===== config.mk =====
export PLATFORM = sky130hd
export DESIGN_NAME = cadence_filt_mc_flat
export DESIGN_NICKNAME = d
export VERILOG_FILES = /design/src/rtl/cadence_pkg.sv /design/src/rtl/cadence_filt_mc_if.sv /design/src/rtl/cadence_filt_ch.sv /design/src/rtl/cadence_filt_mc.sv /design/src/flat_wrapper.sv
export SDC_FILE = /design/constraint.sdc
export NUM_CORES = 1
export LEC_CHECK = 0
export BUFFER_PORTS_ARGS = -buffer_cell sky130_fd_sc_hd__buf_2
export CORE_MARGIN = 4
export CORE_UTILIZATION = 43
export CTS_BUF_LIST = sky130_fd_sc_hd__clkbuf_4
export DETAILED_ROUTE_END_ITERATION = 12
export PLACE_DENSITY_LB_ADDON = 0.25
export SYNTH_ARGS = -nofsm -noshare
export SYNTH_HDL_FRONTEND = slang
export SYNTH_SLANG_ARGS = --single-unit

===== constraint.sdc =====
create_clock -name clk -period 4.6 [get_ports clk]
set_input_delay 0.46 -clock clk [delete_from_list [all_inputs] [get_ports clk]]
set_output_delay 0.46 -clock clk [all_outputs]
set_load 0.02 [all_outputs]

===== src/rtl/cadence_pkg.sv =====
// Shared constants and helpers for the multi-channel cadence debounce filter.
package cadence_pkg;

  localparam int STABLE_CYC_DEF = 50000;
  localparam int PER_W_DEF      = 24;

  // Increment that sticks at the all-ones value of a width-bit field instead of wrapping.
  function automatic logic [63:0] sat_inc(input logic [63:0] value, input int width);
    logic [63:0] max_val;
    max_val = (width >= 64) ? '1 : ((64'd1 << width) - 64'd1);
    return (value >= max_val) ? max_val : value + 64'd1;
  endfunction

endpackage


===== src/rtl/cadence_filt_mc_if.sv =====
// Sensor-side bundle: raw cadence pins in, debounced levels, edge pulses and periods out.
interface cadence_filt_mc_if
  import cadence_pkg::*;
#(
  parameter int N_CH  = 2,
  parameter int PER_W = PER_W_DEF
);

  logic [N_CH-1:0]       cadence;
  logic [N_CH-1:0]       cadence_filt;
  logic [N_CH-1:0]       rise;
  logic [N_CH-1:0]       fall;
  logic [N_CH*PER_W-1:0] period;
  logic [N_CH-1:0]       period_vld;

  modport master (
    output cadence,
    input  cadence_filt, rise, fall, period, period_vld
  );

  modport slave (
    input  cadence,
    output cadence_filt, rise, fall, period, period_vld
  );

endinterface


===== src/rtl/cadence_filt_ch.sv =====
// One cadence channel: 2-flop synchroniser, stability-window debounce,
// registered edge pulses and saturating rise-to-rise period measurement.
module cadence_filt_ch
  import cadence_pkg::*;
#(
  parameter int STABLE_CYC = STABLE_CYC_DEF,
  parameter int PER_W      = PER_W_DEF
) (
  input  logic             clk,
  input  logic             rst_n,
  input  logic             cadence,
  output logic             cadence_filt,
  output logic             rise,
  output logic             fall,
  output logic [PER_W-1:0] period,
  output logic             period_vld
);

  localparam int            CW       = $clog2(STABLE_CYC);
  localparam logic [CW-1:0] CNT_LAST = CW'(STABLE_CYC - 1);

  logic             s1;
  logic             s2;
  logic [CW-1:0]    stab_cnt;
  logic [PER_W-1:0] per_cnt;
  logic             armed;
  logic             window_done;
  logic             rise_now;

  always_comb begin
    window_done = 1'b0;
    rise_now    = 1'b0;
    window_done = (s2 != cadence_filt) && (stab_cnt == CNT_LAST);
    rise_now    = window_done && !cadence_filt;
  end

  // The window restarts whenever the synchronised level agrees with the filtered one.
  always_ff @(posedge clk or negedge rst_n) begin
    if (!rst_n) begin
      s1           <= 1'b0;
      s2           <= 1'b0;
      stab_cnt     <= '0;
      cadence_filt <= 1'b0;
      rise         <= 1'b0;
      fall         <= 1'b0;
    end else begin
      s1   <= cadence;
      s2   <= s1;
      rise <= 1'b0;
      fall <= 1'b0;
      if (s2 == cadence_filt) begin
        stab_cnt <= '0;
      end else if (window_done) begin
        stab_cnt     <= '0;
        cadence_filt <= ~cadence_filt;
        rise         <= ~cadence_filt;
        fall         <= cadence_filt;
      end else begin
        stab_cnt <= stab_cnt + CW'(1);
      end
    end
  end

  // The first rise after reset only arms the measurement; it has no previous rise to measure from.
  always_ff @(posedge clk or negedge rst_n) begin
    if (!rst_n) begin
      per_cnt    <= '0;
      period     <= '0;
      period_vld <= 1'b0;
      armed      <= 1'b0;
    end else begin
      period_vld <= 1'b0;
      if (rise_now) begin
        per_cnt <= '0;
        armed   <= 1'b1;
        if (armed) begin
          period     <= PER_W'(sat_inc(64'(per_cnt), PER_W));
          period_vld <= 1'b1;
        end
      end else begin
        per_cnt <= PER_W'(sat_inc(64'(per_cnt), PER_W));
      end
    end
  end

endmodule


===== src/rtl/cadence_filt_mc.sv =====
// N independent cadence debounce channels packed onto one sensor-side interface.
module cadence_filt_mc
  import cadence_pkg::*;
#(
  parameter int N_CH       = 2,
  parameter int STABLE_CYC = STABLE_CYC_DEF,
  parameter int PER_W      = PER_W_DEF
) (
  input  logic            clk,
  input  logic            rst_n,
  cadence_filt_mc_if.slave bus
);

  logic [N_CH-1:0]       filt_w;
  logic [N_CH-1:0]       rise_w;
  logic [N_CH-1:0]       fall_w;
  logic [N_CH-1:0]       vld_w;
  logic [N_CH*PER_W-1:0] period_w;

  for (genvar i = 0; i < N_CH; i++) begin : g_ch
    cadence_filt_ch #(
      .STABLE_CYC (STABLE_CYC),
      .PER_W      (PER_W)
    ) u_ch (
      .clk          (clk),
      .rst_n        (rst_n),
      .cadence      (bus.cadence[i]),
      .cadence_filt (filt_w[i]),
      .rise         (rise_w[i]),
      .fall         (fall_w[i]),
      .period       (period_w[i*PER_W +: PER_W]),
      .period_vld   (vld_w[i])
    );
  end

  assign bus.cadence_filt = filt_w;
  assign bus.rise         = rise_w;
  assign bus.fall         = fall_w;
  assign bus.period       = period_w;
  assign bus.period_vld   = vld_w;

endmodule


===== src/flat_wrapper.sv =====
// flat-port wrapper written by rule: the top's interface ports become plain ports
module cadence_filt_mc_flat import cadence_pkg::*;
#(
  parameter int N_CH       = 2,
  parameter int STABLE_CYC = STABLE_CYC_DEF,
  parameter int PER_W      = PER_W_DEF
)
  (clk, rst_n, bus_cadence, bus_cadence_filt, bus_rise, bus_fall, bus_period, bus_period_vld);
  cadence_filt_mc_if #(.N_CH(N_CH), .PER_W(PER_W)) bus_i ();
  input  logic clk;
  input  logic rst_n;
  input wire logic [$bits(bus_i.cadence)-1:0] bus_cadence;
  output wire logic [$bits(bus_i.cadence_filt)-1:0] bus_cadence_filt;
  output wire logic [$bits(bus_i.rise)-1:0] bus_rise;
  output wire logic [$bits(bus_i.fall)-1:0] bus_fall;
  output wire logic [$bits(bus_i.period)-1:0] bus_period;
  output wire logic [$bits(bus_i.period_vld)-1:0] bus_period_vld;
  assign bus_i.cadence = bus_cadence;
  assign bus_cadence_filt = bus_i.cadence_filt;
  assign bus_rise = bus_i.rise;
  assign bus_fall = bus_i.fall;
  assign bus_period = bus_i.period;
  assign bus_period_vld = bus_i.period_vld;
  cadence_filt_mc #(.N_CH(N_CH), .STABLE_CYC(STABLE_CYC), .PER_W(PER_W)) u_core (.clk(clk), .rst_n(rst_n), .bus(bus_i));
endmodule

---- Word-level counts from Yosys, hierarchy flattened ----
Index checks and enable logic that the tools add are counted.
word-level totals
  output and inout bits ................... 56
  word-level logic and storage cells ...... 66
  register bits ........................... 142
operators by class
  equal/unequal tests ..................... 6
  add/subtract/negate cells ............... 4
  multiplexer cells ....................... 20
  reductions and logical operators ........ 10
  bitwise gates (word level) .............. 4
  $lt $le $gt $ge ......................... 2
operators by type and width
  kind                     number
  $mux W24                 4
  $mux W16                 4
  $add A24 B1 Y24 const B  2
  $ge A24 B24 Y1 const B   2
  $add A16 B1 Y16 const B  2
  $eq A16 B16 Y1 const B   2
  $mux W1                  12
  $reduce_and A2 Y1        4
  $logic_and A1 B1 Y1      4
  $not A1 Y1               4
  $eq A1 B1 Y1             2
  $logic_not A1 Y1         2
  $ne A1 B1 Y1             2

---- Longest topological paths before layout ----
Gate-level depths: netlist (run 1).
  word-level depth ........................ 4
  depth in mapped cells ................... 8
  mapped depth without buffers ............ 6

---- By module ----
From an unflattened synthesis (run 1), not the netlist that was laid out.
second synthesis, totals
  cell total of the unflattened synthesis .. 656
  area total of the unflattened synthesis .. 6556.3 um^2
by module, submodules not included
  module           seq. area each (um^2)  cells each  times used  area an instance (um^2)
  cadence_filt_ch  1776.7                 328         2           3278.1

---- Least setup slack after synthesis (run 1) ----
No wires, ideal clock.
  path type ............................... reg2reg
  from .................................... register u_core.g_ch[0].u_ch.per_cnt[0]
  to ...................................... register u_core.g_ch[0].u_ch.period[22]
  data arrival time ....................... 1.778 ns
  clock period less this slack ............ 1.912 ns
  path slack .............................. 2.688 ns
  stages on the path, launching flop included .. 8
  path buffers ............................ 1
  required time ........................... 4.466 ns
  setup time .............................. 0.134 ns
  cells stage by stage .................... dfrtp_1 ha_1 and3_1 clkbuf_1 nand2_1 o41a_1 a211oi_1 a21oi_1
on the way
  longest elaborated chain between the ends .. 2
  elaborated cells on any way between the ends .. 3
  those cells by class .................... 1 x add/sub; 1 x order compare; 1 x mux
ends and longest elaborated chain
  item                                               RTL line               text
  start: declaration                                 cadence_filt_ch.sv:25  logic [PER_W-1:0] per_cnt;
  start signal: assignment                           cadence_filt_ch.sv:81  per_cnt <= PER_W'(sat_inc(64'(per_cnt), PER_W));
  $add A24 B1 Y24 or $ge A24 B24 Y1 (tied branches)  cadence_pkg.sv:11      return (value >= max_val) ? max_val : value + 64'd1;
  $mux W24 (*)                                       cadence_pkg.sv:11
  end signal: assignment                             cadence_filt_ch.sv:77  period <= PER_W'(sat_inc(64'(per_cnt), PER_W));
  end: declaration                                   cadence_filt_ch.sv:15  output logic [PER_W-1:0] period,
Mark *: on every way between the ends. The rest lies on a longest branch, timed or not.
A chain may end at the register's enable or synchronous reset.

---- Final worst setup path (run 1) ----
  from .................................... register u_core.g_ch[1].u_ch.per_cnt[0]
  to ...................................... register u_core.g_ch[1].u_ch.period[0]
on the way
  longest elaborated chain between the ends .. 2
  elaborated cells on any way between the ends .. 3
  those cells by class .................... 1 x add/sub; 1 x order compare; 1 x mux
ends and longest elaborated chain
  item                                               RTL line
  start: declaration                                 cadence_filt_ch.sv:25
  start signal: assignment                           cadence_filt_ch.sv:81
  $add A24 B1 Y24 or $ge A24 B24 Y1 (tied branches)  cadence_pkg.sv:11
  $mux W24 (*)                                       cadence_pkg.sv:11
  end signal: assignment                             cadence_filt_ch.sv:77
  end: declaration                                   cadence_filt_ch.sv:15
Marked as above.

==> results of run 1 <==
==> critical path: stages (launching register included) <==
cell and delay, ns:
dfrtp_1 0.44, ha_1 0.20, nand3_1 0.27, nor4_4 0.47, nand2_2 0.57, a21oi_1 0.32
a21o_1 0.11
==> worst paths after layout <==
kind | startpoint | end | slack, ns | cells after the start
setup / recovery | u_core.g_ch[1].u_ch.per_cnt[0] | u_core.g_ch[1].u_ch.period[0] | 2.17 | 6
hold / removal | rst_n | u_core.g_ch[0].u_ch.stab_cnt[3] | -0.004 | 1
setup reg to reg | u_core.g_ch[1].u_ch.per_cnt[0] | u_core.g_ch[1].u_ch.period[0] | 2.17 | 6
hold reg to reg | u_core.g_ch[1].u_ch.s1 | u_core.g_ch[1].u_ch.s2 | 0.36 | 0
max in group asynchronous | rst_n | u_core.g_ch[0].u_ch.per_cnt[8] | 3.52 | 2
min in group clk | u_core.g_ch[1].u_ch.s1 | u_core.g_ch[1].u_ch.s2 | 0.36 | 0
==> synthesized netlist by cell type, types with 2 or more instances <==
| master | n | area share |
|---|---|---|
| a211oi_1 | 2 | 0.0023 |
| a21o_1 | 16 | 0.018 |
| a21oi_1 | 40 | 0.031 |
| a21oi_2 | 10 | 0.013 |
| a2bb2oi_1 | 6 | 0.0081 |
| a31oi_1 | 2 | 0.0019 |
| a41oi_1 | 2 | 0.0027 |
| and2_1 | 4 | 0.0038 |
| and3_1 | 6 | 0.0058 |
| and4_1 | 13 | 0.018 |
| and4bb_2 | 2 | 0.0038 |
| buf_2 | 6 | 0.0046 |
| buf_4 | 9 | 0.010 |
| buf_6 | 3 | 0.0052 |
| clkbuf_1 | 12 | 0.0069 |
| dfrtp_1 | 142 | 0.55 |
| ha_1 | 4 | 0.0077 |
| inv_1 | 9 | 0.0052 |
| mux2_2 | 2 | 0.0035 |
| mux2i_1 | 2 | 0.0031 |
| nand2_1 | 49 | 0.028 |
| nand2b_1 | 4 | 0.0038 |
| nand3_1 | 25 | 0.019 |
| nand4_1 | 31 | 0.030 |
| nor2_1 | 89 | 0.051 |
| nor3_1 | 19 | 0.015 |
| nor3b_1 | 2 | 0.0023 |
| nor4_1 | 5 | 0.0048 |
| nor4_4 | 2 | 0.0065 |
| o21ai_0 | 23 | 0.018 |
| o21ai_1 | 3 | 0.0023 |
| o41a_1 | 2 | 0.0035 |
| or2_2 | 5 | 0.0048 |
| or3_1 | 3 | 0.0029 |
| xnor2_1 | 32 | 0.043 |
| xor2_1 | 27 | 0.036 |
==> per-stage QoR <==
stage | hold slack [ns] | worst slack, ns | cell area [sq um] | power (mW) | std cells
finish | -0.00377 | 2.17 | 7190 | 2.11 | 880
global route | 0.0402 | 1.94 | 7190 | 2.21 | 880
CTS | 0.0159 | 2.19 | 7190 | 2.14 | 879
detailed placement | 0.336 | 2.22 | 6880 | 1.33 | 845
global placement | 0.336 | 2.28 | 6880 | 1.32 | 845
floorplan | 0.164 | 2.69 | 6510 | 1.29 | 630
==> metal layers <==
layer  global-route usage  vias up
met2                0.264       74
met4               0.0563        0
met1                0.219     2320
met5                    0        -
li1                     -     2318
met3               0.0378       14
==> cell families after synthesis <==
kind of cell | synth area share
adder cells (fa/ha/maj) | 0.00769
AND/OR/NAND/NOR | 0.222
flip-flops | 0.546
multiplexers | 0.00654
XOR/XNOR | 0.0794
AO/OA/AOI/OAI | 0.105
buffers and inverters | 0.0331
==> where the power goes <==
part	leakage [nW]	switching, mW	internal, mW
clock network	0.146	0.478	0.329
logic	1.32	0.0324	0.00807
registers	1.94	0.00657	1.25
total	3.41	0.517	1.59
==> state kept, by name, summed over array words and instances (netlist names) <==
register	count
u_core.g_ch.u_ch.period_vld	2
u_core.g_ch.u_ch.fall	2
u_core.g_ch.u_ch.armed	2
u_core.g_ch.u_ch.cadence_filt	2
u_core.g_ch.u_ch.stab_cnt	32
u_core.g_ch.u_ch.rise	2
u_core.g_ch.u_ch.s2	2
u_core.g_ch.u_ch.s1	2
u_core.g_ch.u_ch.period	48
u_core.g_ch.u_ch.per_cnt	48
==> layout make-up <==
type / instances / area [sq um] / area share
Inverter: 9 / 33.8 / 0.00470
Timing Repair Buffer: 64 / 344 / 0.0478
Antenna cell: 1 / 2.50 / 0.000348
Clock buffer: 17 / 128 / 0.0177
Clock inverter: 15 / 164 / 0.0228
Sequential cell: 142 / 3550 / 0.494
Multi-Input combinational cell: 448 / 2740 / 0.381
Tap cell: 184 / 230 / 0.0320
==> timing repair <==
item,in CTS,in global routing
hold endpoints to repair,2,0
gates resized for setup,0,0
hold buffers,2,0
==> metrics.csv, run 1 <==
stage;metric;value;unit
timing;RSZ-0062 raised after global routing;no;
yosys;syn_nets;638;
placed_design;RD Place Congestion;0.875;
setup_path;CP endpoint kind;flop;
detailed_routing;drt pass-1 iters;4;
detailed_routing;met3 wire len;388;microns
final_layout;FILL cells;1356;
clock_network;CTS clk-pin slew, worst paths;0.13;ns
die;starting density of the core;0.443;
detailed_routing;residual DRC count;0;
timing;Final setup viols;0;
die;num rows;44;
clock_network;maximum buffer depth of the clock tree;2;
yosys;post-synthesis cell area;6510;sq um
detailed_routing;DR WL/cell;14.7;microns
die;die area;17200;sq um
die;Core ar.;14700;sq um
timing;Final Hold Viols;1;
clock_network;Clk Latency, worst-skew pair;0.54;ns
detailed_routing;wire length on met1;5.98;mm
global_routing;Overflow after GRT;0;
global_routing;Tot GR Track Use;0.164;
final_layout;commonest cells after routing, fill and taps aside;dfrtp_1, nor2_1, buf_2;
global_routing;largest net degree at the start of global routing;101;
run_status;status;finished, violations left;
run_status;failing checks;negative hold slack;
die;I/O pins;60;
placed_design;Detail Placement HPWL;8.95;mm
detailed_routing;ANT nets after route;0;
detailed_routing;final WL;12.9;mm
placed_design;PortBufs;59;
timing;f_max;0.411;GHz
die;DIE WIDTH;131;microns
setup_path;worst-path fanout max;35;
run;max_cap viols;0;
timing;Final Skew;0.0159;ns
detailed_routing;vias;4726;
setup_path;Critical Path AT;2.91;ns
setup_path;critical path required time;5.08;ns
clock_network;clock sink total;142;
clock_network;clock root buffer master;clkbuf_4;
clock_network;CTS tree;built;
final_layout;end-of-flow core utilization;0.489;
min_path;worst hold path class;in -> async;
yosys;FF+latch count, synth;142;
timing;Max Slew Vio Count;0;
detailed_routing;vias per cell;5.37;
yosys;Synth cell types;53;
detailed_routing;met2 wire len;6.37;mm
power_and_ir_drop;power density over the cells;293;nW/um^2
final_layout;share of cells above drive strength 1;0.180;
clock_network;total CTS buffers;17;
setup_path;crit start category;flop;
timing;worst slew pin tran;0.906;ns
power_and_ir_drop;Peak VDD IR;228;uV
yosys;EDFF count, synth;0;
yosys;Seq/Total Area, Yosys;0.546;
global_routing;first-pass GRT wire length;22.6;mm
clock_network;H-tree depth;4;
timing;fin crit share;0.528;
final_layout;most common cell after layout, fill and taps aside;dfrtp_1;
detailed_routing;top sig layer;met4;
die;die height;131;microns
timing;setup tns final;0;ns
yosys;Post-synth ARST share;1.00;
yosys;cells after synthesis;630;
clock_network;Setup Fix Bufs, Post-CTS;0;
timing;Slew headroom;0.396;
timing;clock period minus worst slack;2.43;ns
global_routing;initial antenna violation count;1;
detailed_routing;drt first-iter violations;344;
final_layout;Area Overhead vs Synth;10.6;%
global_routing;vias in the first global route;4744;
yosys;syn_area_per_cell;10.3;sq um
final_layout;fin nets;690;
yosys;Yosys warnings;0;
setup_path;Crit Path Class;reg -> reg;
power_and_ir_drop;leakage power;3.41;nW
yosys;top_reg_cell synth;dfrtp_1;
timing;minimum hold slack;-0.00377;ns
(Power assumes the default switching activity.)
==> inputs of run 2 (changes only) <==
--- a/config.mk
+++ b/config.mk
@@ -5,6 +5,7 @@
 export SDC_FILE = /design/constraint.sdc
 export NUM_CORES = 1
 export LEC_CHECK = 0
+export ABC_AREA = 1
 export BUFFER_PORTS_ARGS = -buffer_cell sky130_fd_sc_hd__buf_2
 export CORE_MARGIN = 4
 export CORE_UTILIZATION = 43
==> constraint.sdc (replaced) <==
create_clock -name clk -period 2.5 [get_ports clk]
set_input_delay 0.25 -clock clk [delete_from_list [all_inputs] [get_ports clk]]
set_output_delay 0.25 -clock clk [all_outputs]
set_load 0.02 [all_outputs]
==> run 2 against run 1 <==
  * Cell count rose by 35%
  * Sequential share of layout area is 3.8 points lower
  * Global-route usage rose by 0.12 points
  * Critical path depth rose by 3
  * Core utilization decreased by 0.058 points
  * Cell area up 8.3%
  * Synthesized cell count is 42% higher
  * Largest power group unchanged
  * The flow now finishes without violations
  * Clock-buffer cell count is the same
  * Total power grew 84%
  * Critical path type unchanged
  * Worst setup slack worse by 1.6 ns
==> metrics.csv, run 2 <==
stage;metric;value;unit
global_routing;Tot GR Track Use;0.165;
setup_path;FF-to-FF path depth;9;
detailed_routing;DR WL/cell;11.9;microns
clock_network;H-tree depth;4;
timing;worst slew pin tran;0.498;ns
yosys;Yosys warnings;0;
detailed_routing;vias;5532;
timing;setup tns final;0;ns
setup_path;Crit. Startpoint;u_core.g_ch[1].u_ch.per_cnt[0];
clock_network;Setup Fix Bufs, Post-CTS;0;
detailed_routing;vias per cell;4.66;
die;num rows;46;
power_and_ir_drop;combinational share of power;0.023;
clock_network;CTS clk-pin slew, worst paths;0.12;ns
min_path;worst hold path class;in -> async;
placed_design;Detail Placement HPWL;10.1;mm
setup_path;r2r setup slk;0.54;ns
detailed_routing;final WL;14.2;mm
power_and_ir_drop;power density over the cells;498;nW/um^2
setup_path;Crit Path Class;reg -> reg;
yosys;Synth cell types;31;
run;max_cap viols;0;
power_and_ir_drop;Clk pwr share;0.382;
setup_path;reg2reg start;u_core.g_ch[1].u_ch.per_cnt[0];
die;DIE WIDTH;136;microns
final_layout;most common cell after layout, fill and taps aside;nand2_1;
global_routing;vias in the first global route;5147;
clock_network;Post-CTS Resized;0;
die;Core ar.;15900;sq um
yosys;synth top area cells;dfrtp_1, nand2_1, inv_1, nor2_1, nand3_1;
timing;fin crit share;0.782;
timing;Max Slew Vio Count;0;
yosys;top cell type's share of synthesized area;0.506;
detailed_routing;drt first-iter violations;335;
clock_network;Hold-fix buffers, CTS;3;
timing;Slew headroom;0.665;
timing;clock period minus worst slack;1.96;ns
setup_path;FF-to-FF End;u_core.g_ch[1].u_ch.period[18];
final_layout;commonest cells after routing, fill and taps aside;nand2_1, dfrtp_1, inv_1;
power_and_ir_drop;leakage power;4.19;nW
final_layout;fin nets;967;
placed_design;DP Area;7480;sq um
die;die area;18500;sq um
global_routing;Overflow after GRT;0;
final_layout;share of cells above drive strength 1;0.120;
yosys;EDFF count, synth;0;
clock_network;Clk Latency, worst-skew pair;0.55;ns
yosys;FF+latch count, synth;142;
timing;Final Skew;0.0246;ns
global_routing;first-pass GRT wire length;24.6;mm
final_layout;FILL cells;1615;
timing;minimum hold slack;0.162;ns
setup_path;worst-path fanout max;37;
yosys;area leader, netlist;dfrtp_1;
setup_path;CP endpoint kind;flop;
power_and_ir_drop;Int Power;3.00;mW
final_layout;end-of-flow core utilization;0.489;
clock_network;total CTS buffers;17;
global_routing;initial antenna violation count;1;
setup_path;Critical Path AT;2.42;ns
clock_network;clock root buffer master;clkbuf_4;
clock_network;maximum buffer depth of the clock tree;2;
final_layout;Final Cell Area;7790;sq um
yosys;Seq/Total Area, Yosys;0.506;
detailed_routing;drt pass-1 iters;5;
power_and_ir_drop;Sw Ratio;0.227;
global_routing;largest net degree at the start of global routing;57;
setup_path;crit start category;flop;
power_and_ir_drop;Seq pwr share;0.596;
timing;Final Hold Viols;0;
power_and_ir_drop;total power;3.88;mW
yosys;post-synthesis cell area;7030;sq um
yosys;Synth top cells by count;nand2_1, dfrtp_1, inv_1;
yosys;syn_area_per_cell;7.86;sq um
yosys;top_reg_cell synth;dfrtp_1;
placed_design;RD Place Congestion;0.849;
setup_path;critical path required time;2.97;ns
timing;Final setup viols;0;
power_and_ir_drop;NetSw;0.883;mW
die;I/O pins;60;
run_status;status;finished, final reports clean;
yosys;Post-synth ARST share;1.00;
timing;f_max;0.511;GHz
final_layout;biggest regs;u_core.g_ch.u_ch.per_cnt: 48 flops, u_core.g_ch.u_ch.period: 48 flops, u_core.g_ch.u_ch.stab_cnt: 32 flops;
die;starting density of the core;0.441;
timing;RSZ-0062 raised after global routing;no;
detailed_routing;ANT nets after route;0;
power_and_ir_drop;Peak VDD IR;234;uV
clock_network;CTS tree;built;
final_layout;Area Overhead vs Synth;10.9;%
yosys;count leader, synth;nand2_1;
yosys;syn_nets;902;
placed_design;PortBufs;59;
yosys;cells after synthesis;894;
detailed_routing;residual DRC count;0;
die;die height;136;microns
clock_network;clock sink total;142;
## run 2: final cells by class
type	instances	area, sq um	area share
sequential	142	3550	0.456
tap	216	270	0.0347
clock buffer	17	128	0.0164
inverter	108	405	0.0520
timing repair buffer	71	412	0.0528
antenna	1	2.50	0.000321
multi-input combinational	619	2870	0.368
clock inverter	14	151	0.0194
## run 2: logic make-up (layout without fill, tap and decap cells)
family          count (synthesis)  in the layout  synth area share
compound gates                 67             67            0.0502
other cells                     0              1                 0
buf+inv                       133            210            0.0860
flops                         142            142             0.506
simple gates                  518            518             0.314
fa+ha+maj                       4              4           0.00712
xor+xnor                       30             30            0.0374
## run 2: critical path, cell delays in order (launching register included)
cell     delay (ns)
dfrtp_1        0.41
ha_1           0.20
nand2_1        0.07
nor2_2         0.18
nand2_1        0.15
nor2_4         0.15
nand3_4        0.34
nand3_1        0.24
nand2_1        0.07
nand2_1        0.07
## run 2: how the worst max path moves through the flow
stage	slack [ns]	cells after the start	end
after CTS	0.51	9	u_core.g_ch[1].u_ch.period[19]
after global routing	0.24	9	u_core.g_ch[1].u_ch.period[18]
after floorplan	0.93	9	u_core.g_ch[0].u_ch.period[20]
after global placement	0.60	9	u_core.g_ch[1].u_ch.period[19]
after detailed placement	0.56	8	u_core.g_ch[1].u_ch.per_cnt[23]
final	0.54	9	u_core.g_ch[1].u_ch.period[18]
## run 2: per-layer routing
| metal | track usage | share of wire |
|---|---|---|
| met1 | 0.237 | 0.51 |
| met2 | 0.248 | 0.43 |
| met3 | 0.0396 | 0.047 |
| met4 | 0.0549 | 0.015 |
| met5 | 0 | 0 |
## run 2: power groups by stage
stage | clock network, mW | logic [mW] | registers (mW)
global placement | 0 | 0.0894 | 2.36
floorplan | 0 | 0.0257 | 2.36
global route | 1.64 | 0.105 | 2.32
detailed placement | 0 | 0.0900 | 2.36
finish | 1.48 | 0.0881 | 2.31
CTS | 1.53 | 0.0937 | 2.31
## run 2: through the flow
step	setup slack, ns	instances
after floorplan	0.934	894
after global routing	0.238	1188
final	0.545	1188
after CTS	0.506	1187
after detailed placement	0.556	1153
after global placement	0.598	1153
